<file path="config.mk">
export PLATFORM = sky130hd
export DESIGN_NAME = intr_controller
export DESIGN_NICKNAME = d
export VERILOG_FILES = /design/src/rtl/intr_controller.sv
export SDC_FILE = /design/constraint.sdc
export NUM_CORES = 1
export LEC_CHECK = 0
export ABC_CLOCK_PERIOD_IN_PS = 2700
export CAP_MARGIN = 5
export CORE_MARGIN = 3
export CORE_UTILIZATION = 65
export DETAILED_ROUTE_END_ITERATION = 12
export DONT_BUFFER_PORTS = 1
export GPL_TIMING_DRIVEN = 0
export PLACE_DENSITY = 0.87
export SETUP_SLACK_MARGIN = 0.02
export SYNTH_ARGS = -nofsm -noshare
export SYNTH_HDL_FRONTEND = slang
export SYNTH_SLANG_ARGS = --single-unit
</file>
<file path="constraint.sdc">
create_clock -name clk -period 2.7 [get_ports clk]
set_input_delay 0.405 -clock clk [delete_from_list [all_inputs] [get_ports clk]]
set_output_delay 0.405 -clock clk [all_outputs]
set_load 0.005 [all_outputs]
</file>
<file path="src/rtl/intr_controller.sv">
// rtl/intr_controller.sv - edge-triggered, fixed-priority, masked interrupt controller
// Latches request edges as pending and hands one at a time to the CPU via ack/eoi.
module intr_controller (
  input  logic       clk,
  input  logic       reset,
  input  logic [7:0] fuentes,
  input  logic       we_mascara,
  input  logic [7:0] dato_mascara,
  input  logic       ack,
  input  logic       eoi,
  output logic [7:0] interrupcion,
  output logic [7:0] pendientes,
  output logic [7:0] en_servicio,
  output logic [7:0] perdidas
);

  typedef enum logic [1:0] {ESPERA, PETICION, SERVICIO} estado_t;

  estado_t    estado;
  logic [7:0] fuentes_q;
  logic [7:0] mascara;
  logic [2:0] sel;

  logic [7:0] flanco;
  logic [7:0] solicitud;
  logic [7:0] borrar;
  logic [2:0] prio;
  logic       perdida;

  assign flanco    = fuentes & ~fuentes_q;
  assign solicitud = pendientes & mascara;
  assign borrar    = (estado == PETICION && ack) ? (8'h01 << sel) : 8'h00;
  assign perdida   = |(flanco & pendientes);

  // Scan from the top so the lowest set index is the one left standing.
  always_comb begin
    prio = 3'd0;
    for (int i = 7; i >= 0; i--) begin
      if (solicitud[i]) prio = 3'(i);
    end
  end

  always_ff @(posedge clk or posedge reset) begin
    if (reset) begin
      estado       <= ESPERA;
      fuentes_q    <= 8'h00;
      mascara      <= 8'hFF;
      sel          <= 3'd0;
      interrupcion <= 8'h00;
      pendientes   <= 8'h00;
      en_servicio  <= 8'h00;
      perdidas     <= 8'h00;
    end else begin
      fuentes_q  <= fuentes;
      // A fresh edge on the acknowledged source wins over its clear.
      pendientes <= (pendientes & ~borrar) | flanco;
      if (perdida && perdidas != 8'hFF) perdidas <= perdidas + 8'd1;
      if (we_mascara) mascara <= dato_mascara;

      case (estado)
        ESPERA: begin
          if (|solicitud) begin
            sel          <= prio;
            interrupcion <= 8'h01 << prio;
            estado       <= PETICION;
          end
        end
        PETICION: begin
          if (ack) begin
            interrupcion <= 8'h00;
            en_servicio  <= 8'h01 << sel;
            estado       <= SERVICIO;
          end
        end
        SERVICIO: begin
          if (eoi) begin
            en_servicio <= 8'h00;
            estado      <= ESPERA;
          end
        end
        default: estado <= ESPERA;
      endcase
    end
  end

endmodule

</file>
# Word-level counts from Yosys, hierarchy flattened
# Index checks and enable logic that the tools add are counted.
# op_classes
add_sub_neg,1
n_eq_ne,6
n_reduce_logical,11
mux,19
n_bitwise,7
shifts,2
# op_table
op,n
two-way mux 8 bit,5
AND 8 bit,4
case mux 8 bit (2 select lines),2
two-way mux 3 bit,8
inverter 8 bit,2
OR reduction 8 bit,2
"<< shifter 1 x 3 -> 8 bit, first input constant",2
AND reduction 3 bit,3
"adder 8 x 1 -> 8 bit, second input constant",1
"!= test 8 bit, second input constant",1
OR 8 bit,1
two-way mux 2 bit,3
"!= test 2 bit, second input constant",3
case mux 2 bit (3 select lines),1
nonzero test 2 bit,2
"equality test 2 x 1 -> 1 bit, second input constant",1
"equality test 2 bit, second input constant",1
logical AND 1 bit,2
zero test 2 bit,1
AND reduction 2 bit,1
# word_totals
reg_bits,53
out_inout_bits,32
inputBits,21

# Longest topological paths before layout
# Gate-level depths: netlist (run 1).
# logic_depth
ltp_word,12
depth_mapped,5
mapped_depth_nobuf,5

# Worst setup path before layout (run 1)
# Ideal clock, no wire load.
# synth_timing
path_kind,register to register
from,register mascara[6]
to,register sel[0]
path_slack_ns,1.244
setup_time_ns,0.125
path_stages_with_launch,6
required_ns,2.575
arrival_time_ns,1.332
synth_period_minus_slack_ns,1.456
cell_sequence,dfstp_2 nand2_1 a32o_1 a22oi_2 a21oi_1 mux2_2
# synth_between
elab_chain_cells,8
word_cells_on_any_way,10
classes_between,mux (7); bitwise (1); reduce/logical (2)
# synth_rtl
element,line,text
start: declaration,21,logic [7:0] mascara;
start signal: assignment,58,if (we_mascara) mascara <= dato_mascara;
AND 8 bit (*),31,assign solicitud = pendientes & mascara;
two-way mux 3 bit (7 in a row),39,if (solicitud[i]) prio = 3'(i);
end signal: assignment,63,sel <= prio;
end: declaration,22,logic [2:0] sel;
# Mark *: on every way between the ends. The rest lies on a longest branch, timed or not.
# A chain may end at the register's enable or synchronous reset.

# Worst setup path after layout (run 1)
# layout_timing
from,register pendientes[1]
to,register interrupcion[5]
# layout_between
elab_chain_cells,6
word_cells_on_any_way,9
classes_between,eq/ne (1); shift (1); mux (4); bitwise (1); reduce/logical (2)
# layout_rtl
element,line,text
start: declaration,12,"output logic [7:0] pendientes,"
start signal: assignment,56,pendientes <= (pendientes & ~borrar) | flanco;
AND 8 bit (*),31,
two-way mux 3 bit (2 in a row),39,
<< shifter 1 x 3 -> 8 bit,64,interrupcion <= 8'h01 << prio;
two-way mux 8 bit,62,if (|solicitud) begin
case mux 8 bit (2 select lines),60,case (estado)
end signal: assignment,64,
end: declaration,11,"output logic [7:0] interrupcion,"
# Mark *: on every way between the ends. The rest lies on a longest branch, timed or not. The select of a mux whose other input is x is not followed.

==> impl_metrics.env, run 1 <==
export IMPL_status="finished clean"
export IMPL_netlist_area_leader_share_pct=49.81
export IMPL_num_rows=20
export IMPL_num_vias=1559
export IMPL_dp_hpwl_mm=3.708
export IMPL_yosysTopAreaCell="dfrtp_1"
export IMPL_dpl_worst_slack_ns=1.113
export IMPL_drv_cap=0
export IMPL_tightest_slew_ns=0.7017
export IMPL_rsz0062_at_grt="false"
export IMPL_core_area_um2=3178
export IMPL_timing_final_crit_period_ns=1.617
export IMPL_max_stage_delay_ns=0.48
export IMPL_p_leak_uw=0.001117
export IMPL_ctsHtreeMaxLevel=2
export IMPL_setup_viol=0
export IMPL_worstPathMaxFanout=8
export IMPL_p_per_area_nw_per_um2=937.8
export IMPL_cts_path_max_buffers=2
export IMPL_multi_input_area_um2=875.8
export IMPL_gr_total_overflow=0
export IMPL_post_drt_wl_per_cell_um=18.60
export IMPL_clkLatencyLatePin_ns=0.37
export IMPL_finalCritPeriodShare_pct=59.90
export IMPL_crit_type="reg -> reg"
export IMPL_synthTopCellsByCount="dfrtp_1, nand2_1, inv_1"
export IMPL_crit_path_start_kind="register"
export IMPL_path_buf_inv=0
export IMPL_die_h_um=64.98
export IMPL_synth_seq_cells=53
export IMPL_synth_area_leaders="dfrtp_1, dfstp_2, nand2_1"
export IMPL_wl_met2_mm=2.411
export IMPL_antenna_found_initial=0
export IMPL_fill_cells=222
export IMPL_clk_pin_slew_worst_paths_ns=0.15
export IMPL_io_buffers=0
export IMPL_yosysMostFrequentCell="dfrtp_1"
export IMPL_cp_required_ns=3.01
export IMPL_cp_top_family="compound AO/OA/AOI/OAI gates"
export IMPL_crit_slowest_cell="dfrtp_1"
export IMPL_fin_ws_ns=1.083
export IMPL_fmax_mhz=618.3
export IMPL_drtIter0Drc=99
export IMPL_synth_nets=223
export IMPL_diodes=0
export IMPL_route_met3_wl_um=386
export IMPL_crit_path_end_kind="register"
export IMPL_cts_tree="done"
export IMPL_ys_types=37
export IMPL_die_x_um=64.98
export IMPL_synth_area_um2=2261
export IMPL_hold_slack_ns=0.04464
export IMPL_synth_area_per_cell_um2=11.25
export IMPL_route_antenna_remaining_nets=0
export IMPL_drcViolationCount=0
export IMPL_cts_root_buffer="clkbuf_4"
export IMPL_slew_viol_final=0
export IMPL_drt_pass1_iter_count=4
export IMPL_cts_resized=0
export IMPL_slew_headroom_pct=53.00
export IMPL_cts_sinks=53
export IMPL_peakVddDrop_v=0.0006243
export IMPL_path_cells="and2_1 > a21oi_2 > a41oi_2 > nor2_2 > a22o_1"
export IMPL_start_util_pct=71.14
export IMPL_synth_ff_type="dfrtp_1"
export IMPL_ys_warn_count=0
export IMPL_nets=232
export IMPL_drive_above_1_share_pct=18.96
export IMPL_finClkSkew_ns=0.01050
export IMPL_ys_seq_area_share_pct=59.10
export IMPL_crit_arrival_ns=1.92
export IMPL_synthArstFlopShare_pct=100.0
export IMPL_drt_met1_wl_mm=1.862
export IMPL_syn2layout_area_growth_pct=6.198
export IMPL_grt_usage_pct=24.79
export IMPL_min_path_type="in -> reg"
export IMPL_final_util_pct=75.55
export IMPL_dr_max_layer_used="met4"
export IMPL_die_area_um2=4222
export IMPL_syn_instance_count=201
export IMPL_synth_edf_count=0
export IMPL_grt_pass1_vias=1585
export IMPL_vias_per_cell=6.114
export IMPL_gp_congestion=0.8462
export IMPL_grt_max_degree=42
export IMPL_timing_hold_violations_final=0
export IMPL_grt_pass1_wl_mm=7.852
export IMPL_tns_ns=0
export IMPL_seq_area_um2=1336
export IMPL_cts_buffers=5
export IMPL_io_pins=53
export IMPL_totalWireLength_mm=4.742
export IMPL_p_total_uw=2252
-- kinds of logic (layout without fill, tap and decap cells) --
group	after synthesis	count (layout)	synth area share [%]
flip-flops	53	53	59.10
AO/OA/AOI/OAI	33	33	11.68
multiplexers	11	11	5.479
AND/OR/NAND/NOR	84	84	18.71
buffers and inverters	13	23	2.158
adder cells (fa/ha/maj)	1	1	0.5533
XOR/XNOR	6	6	2.324
-- cell type report --
type	count	share of cell area, %
plain buffers	1	0.1563
clock buffers	5	1.563
clock inverters	3	0.7295
inverters	12	1.876
multi-input cells	135	36.48
flip-flops and latches	53	55.65
well taps	44	2.293
repair buffers	2	1.251
-- per-stage QoR --
step                area (µm²)  std cells
floorplan                 2261        201
global placement          2316        245
detailed placement        2336        246
CTS                       2401        255
global route              2401        255
finish                    2401        255
-- flip-flops by register name, indices dropped and copies added (netlist names) --
register	flops
estado	2
sel	3
en_servicio	8
fuentes_q	8
pendientes	8
perdidas	8
interrupcion	8
mascara	8
-- cell usage in the layout (no fill, tap or decap), types with 2 or more instances in the layout --
| master | count |
|---|---|
| dfrtp_1 | 45 |
| nand2_1 | 41 |
| inv_1 | 11 |
| mux2_2 | 11 |
| nand3b_1 | 9 |
| dfstp_2 | 8 |
| a22o_1 | 7 |
| nor2_1 | 7 |
| a21oi_1 | 6 |
| o21ai_0 | 6 |
| nand3_1 | 6 |
| xor2_1 | 5 |
| clkbuf_4 | 5 |
| nor3_1 | 4 |
| and2_1 | 3 |
| a22oi_2 | 3 |
| nand4_1 | 3 |
| a32o_1 | 3 |
| nor2b_1 | 2 |
| o2bb2ai_1 | 2 |
| clkinv_2 | 2 |
-- worst register-to-register path: cells and delay by family, from the launching register on --
kind,cells,cell delay [ns]
and+or+nand+nor,2,0.52
DFF,1,0.48
AOI/OAI and AO/OA,3,0.56
-- power by group --
group | total [µW] | internal, µW | switching [µW]
combinational | 615 | 270 | 345
sequential | 1300 | 1020 | 280
clock | 338 | 98.8 | 239
total | 2250 | 1390 | 865
-- worst paths after layout --
check,slack [ns],to,startpoint,depth (start not counted)
setup / recovery,1.08,interrupcion[5],pendientes[1],5
hold / removal,0.04,fuentes_q[6],fuentes[6],0
setup reg to reg,1.08,interrupcion[5],pendientes[1],5
hold reg to reg,0.46,pendientes[0],fuentes_q[0],1
max in group asynchronous,1.72,mascara[5],reset,3
min in group asynchronous,0.42,interrupcion[7],reset,2
-- per-layer routing --
| layer | GRT usage [%] | up-vias |
|---|---|---|
| met1 | 31.43 | 763 |
| li1 | - | 725 |
| met4 | 8.443 | 0 |
| met2 | 41.25 | 64 |
| met5 | 0 | - |
| met3 | 6.412 | 7 |
-- repair_timing --
item                                   4_1_cts  5_1_grt
hold buffers                                 1        0
setup buffers                                0        0
endpoints found under the hold margin        6        0
(Power assumes the default switching activity.)
==> run 2: changes to the inputs <==
--- a/config.mk
+++ b/config.mk
@@ -5,14 +5,14 @@
 export SDC_FILE = /design/constraint.sdc
 export NUM_CORES = 1
 export LEC_CHECK = 0
-export ABC_CLOCK_PERIOD_IN_PS = 2700
+export ABC_CLOCK_PERIOD_IN_PS = 1400
 export CAP_MARGIN = 5
 export CORE_MARGIN = 3
-export CORE_UTILIZATION = 65
+export CORE_UTILIZATION = 56
 export DETAILED_ROUTE_END_ITERATION = 12
 export DONT_BUFFER_PORTS = 1
 export GPL_TIMING_DRIVEN = 0
-export PLACE_DENSITY = 0.87
+export PLACE_DENSITY = 0.8
 export SETUP_SLACK_MARGIN = 0.02
 export SYNTH_ARGS = -nofsm -noshare
 export SYNTH_HDL_FRONTEND = slang
==> constraint.sdc (replaced) <==
create_clock -name clk -period 1.4 [get_ports clk]
set_input_delay 0.21 -clock clk [delete_from_list [all_inputs] [get_ports clk]]
set_output_delay 0.21 -clock clk [all_outputs]
set_load 0.005 [all_outputs]
==> impl_metrics.env, run 2 (synthesized netlist as in run 1, its figures left out) <==
export IMPL_status="finished with violations"
export IMPL_p_per_area_nw_per_um2=1950
export IMPL_nets=253
export IMPL_io_buffers=0
export IMPL_rr_worst_depth=4
export IMPL_max_stage_delay_ns=0.47
export IMPL_r2r_end="perdidas[1]"
export IMPL_gp_congestion=0.8482
export IMPL_vias_per_cell=5.971
export IMPL_die_x_um=69.54
export IMPL_layout_common_cells="nand2_1, dfrtp_1, buf_4"
export IMPL_fill_cells=249
export IMPL_peakVddDrop_v=0.001151
export IMPL_totalWireLength_mm=5.364
export IMPL_diodes=0
export IMPL_fmax_mhz=651.0
export IMPL_grt_max_degree=54
export IMPL_core_area_um2=3771
export IMPL_crit_path_end_kind="register"
export IMPL_path_buf_inv=0
export IMPL_timing_hold_violations_final=0
export IMPL_slew_viol_final=0
export IMPL_worstSetupStartpoint="pendientes[1]"
export IMPL_crit_slowest_cell="dfrtp_2"
export IMPL_die_area_um2=4836
export IMPL_finalCritPeriodShare_pct=109.7
export IMPL_cts_root_buffer="clkbuf_8"
export IMPL_fin_ws_ns=-0.1362
export IMPL_drcViolationCount=0
export IMPL_crit_type="reg -> reg"
export IMPL_setup_viol=18
export IMPL_io_pins=53
export IMPL_antenna_found_initial=0
export IMPL_cp_required_ns=1.60
export IMPL_worstPathMaxFanout=7
export IMPL_num_vias=1672
export IMPL_failed_checks="negative setup slack"
export IMPL_num_rows=22
export IMPL_crit_path_start_kind="register"
export IMPL_cp_top_family="flip-flops"
export IMPL_drtIter0Drc=124
export IMPL_p_leak_uw=0.001262
export IMPL_timing_final_crit_period_ns=1.536
export IMPL_dp_hpwl_mm=3.488
export IMPL_cts_path_max_buffers=2
export IMPL_clkLatencyLatePin_ns=0.31
export IMPL_grt_pass1_wl_mm=8.935
export IMPL_path_cells="nand3b_1 > nand4_1 > o21ai_4 > mux2_4"
export IMPL_post_drt_wl_per_cell_um=19.16
export IMPL_regToRegStartpoint="pendientes[1]"
export IMPL_crit_arrival_ns=1.73
export IMPL_rrSetupSlack_ns=-0.14
export IMPL_postLayoutCellArea_um2=2794
export IMPL_slew_headroom_pct=27.72
export IMPL_clk_pin_slew_worst_paths_ns=0.10
export IMPL_ctsHtreeMaxLevel=2
export IMPL_drive_above_1_share_pct=36.21
export IMPL_min_path_type="in -> async"
export IMPL_drv_cap=0
export IMPL_cts_buffers=5
export IMPL_dpl_worst_slack_ns=-0.1935
export IMPL_gr_total_overflow=0
export IMPL_die_h_um=69.54
export IMPL_grt_pass1_vias=1719
export IMPL_finClkSkew_ns=0.01016
export IMPL_cts_tree="done"
export IMPL_drt_pass1_iter_count=4
export IMPL_cts_sinks=53
export IMPL_syn2layout_area_growth_pct=23.58
export IMPL_final_util_pct=74.09
export IMPL_start_util_pct=59.95
export IMPL_tightest_slew_ns=1.082
export IMPL_hold_slack_ns=0.007090
export IMPL_grt_usage_pct=23.54
export IMPL_placed_cell_area_um2=2332
export IMPL_rsz0062_at_grt="true"
export IMPL_route_antenna_remaining_nets=0
[run 2: cell count changes in the layout (fill, tap and decap cells not counted), moves of 3 or more]
| cell | previous run | this run |
|---|---|---|
| dfrtp_2 | 0 | 9 |
| buf_4 | 0 | 13 |
| dfrtp_1 | 45 | 36 |
| a21oi_1 | 6 | 2 |
| clkbuf_4 | 5 | 0 |
| dlygate4sd3_1 | 1 | 8 |
| and2_4 | 0 | 3 |
| nand2_1 | 41 | 36 |
| clkbuf_8 | 0 | 6 |
| and2_1 | 3 | 0 |
| nand2_2 | 0 | 4 |
| a21oi_2 | 1 | 5 |
[run 2: what timing repair did]
| item | 4_1_cts | 5_1_grt |
|---|---|---|
| gates cloned | 0 | 0 |
| hold endpoints to repair | 8 | 0 |
| endpoints found under the setup margin | 32 | 36 |
| setup buffers | 13 | 2 |
| pin swaps | 16 | 16 |
| resized for setup | 25 | 17 |
| hold buffers | 8 | 0 |
[run 2: worst max path at each step]
| stage | to | depth (start not counted) |
|---|---|---|
| floorplan | interrupcion[0] | 5 |
| global placement | perdidas[1] | 4 |
| detailed placement | perdidas[1] | 4 |
| CTS | perdidas[1] | 4 |
| global route | interrupcion[2] | 4 |
| finish | perdidas[1] | 4 |
[run 2: worst register-to-register path, cell delays in order, from the launching register on]
cell	delay [ns]
dfrtp_2	0.47
nand3b_1	0.11
nand4_1	0.21
o21ai_4	0.31
mux2_4	0.33
[run 2: per-stage QoR]
stage               cells  total power [µW]  setup TNS [ns]
floorplan             201              3365        -0.04429
global placement      249              3638          -2.089
detailed placement    249              3734          -2.918
CTS                   278              5256          -1.429
global route          280              5776          -3.225
finish                280              5448          -1.639
[run 2: final cells by class]
class / count / area (µm²) / share of cell area, %
Buffer: 1 / 3.754 / 0.1343
Clock buffer: 7 / 86.33 / 3.090
Clock inverter: 1 / 30.03 / 1.075
Inverter: 12 / 48.80 / 1.747
Multi-Input combinational cell: 135 / 1017 / 36.41
Sequential cell: 53 / 1348 / 48.23
Tap cell: 48 / 60.06 / 2.150
Timing Repair Buffer: 23 / 200.2 / 7.165
[run 2: routing by layer]
layer  share of wire, %  GRT usage, %
met1                 41         30.99
met2                 49         36.02
met3                7.6         8.841
met4                2.4         8.026
met5                  0             0
[run 2: report_power, final]
part | total [µW] | internal (µW) | switching (µW)
Clock | 1070 | 583 | 491
Combinational | 1790 | 891 | 903
Sequential | 2580 | 1980 | 595
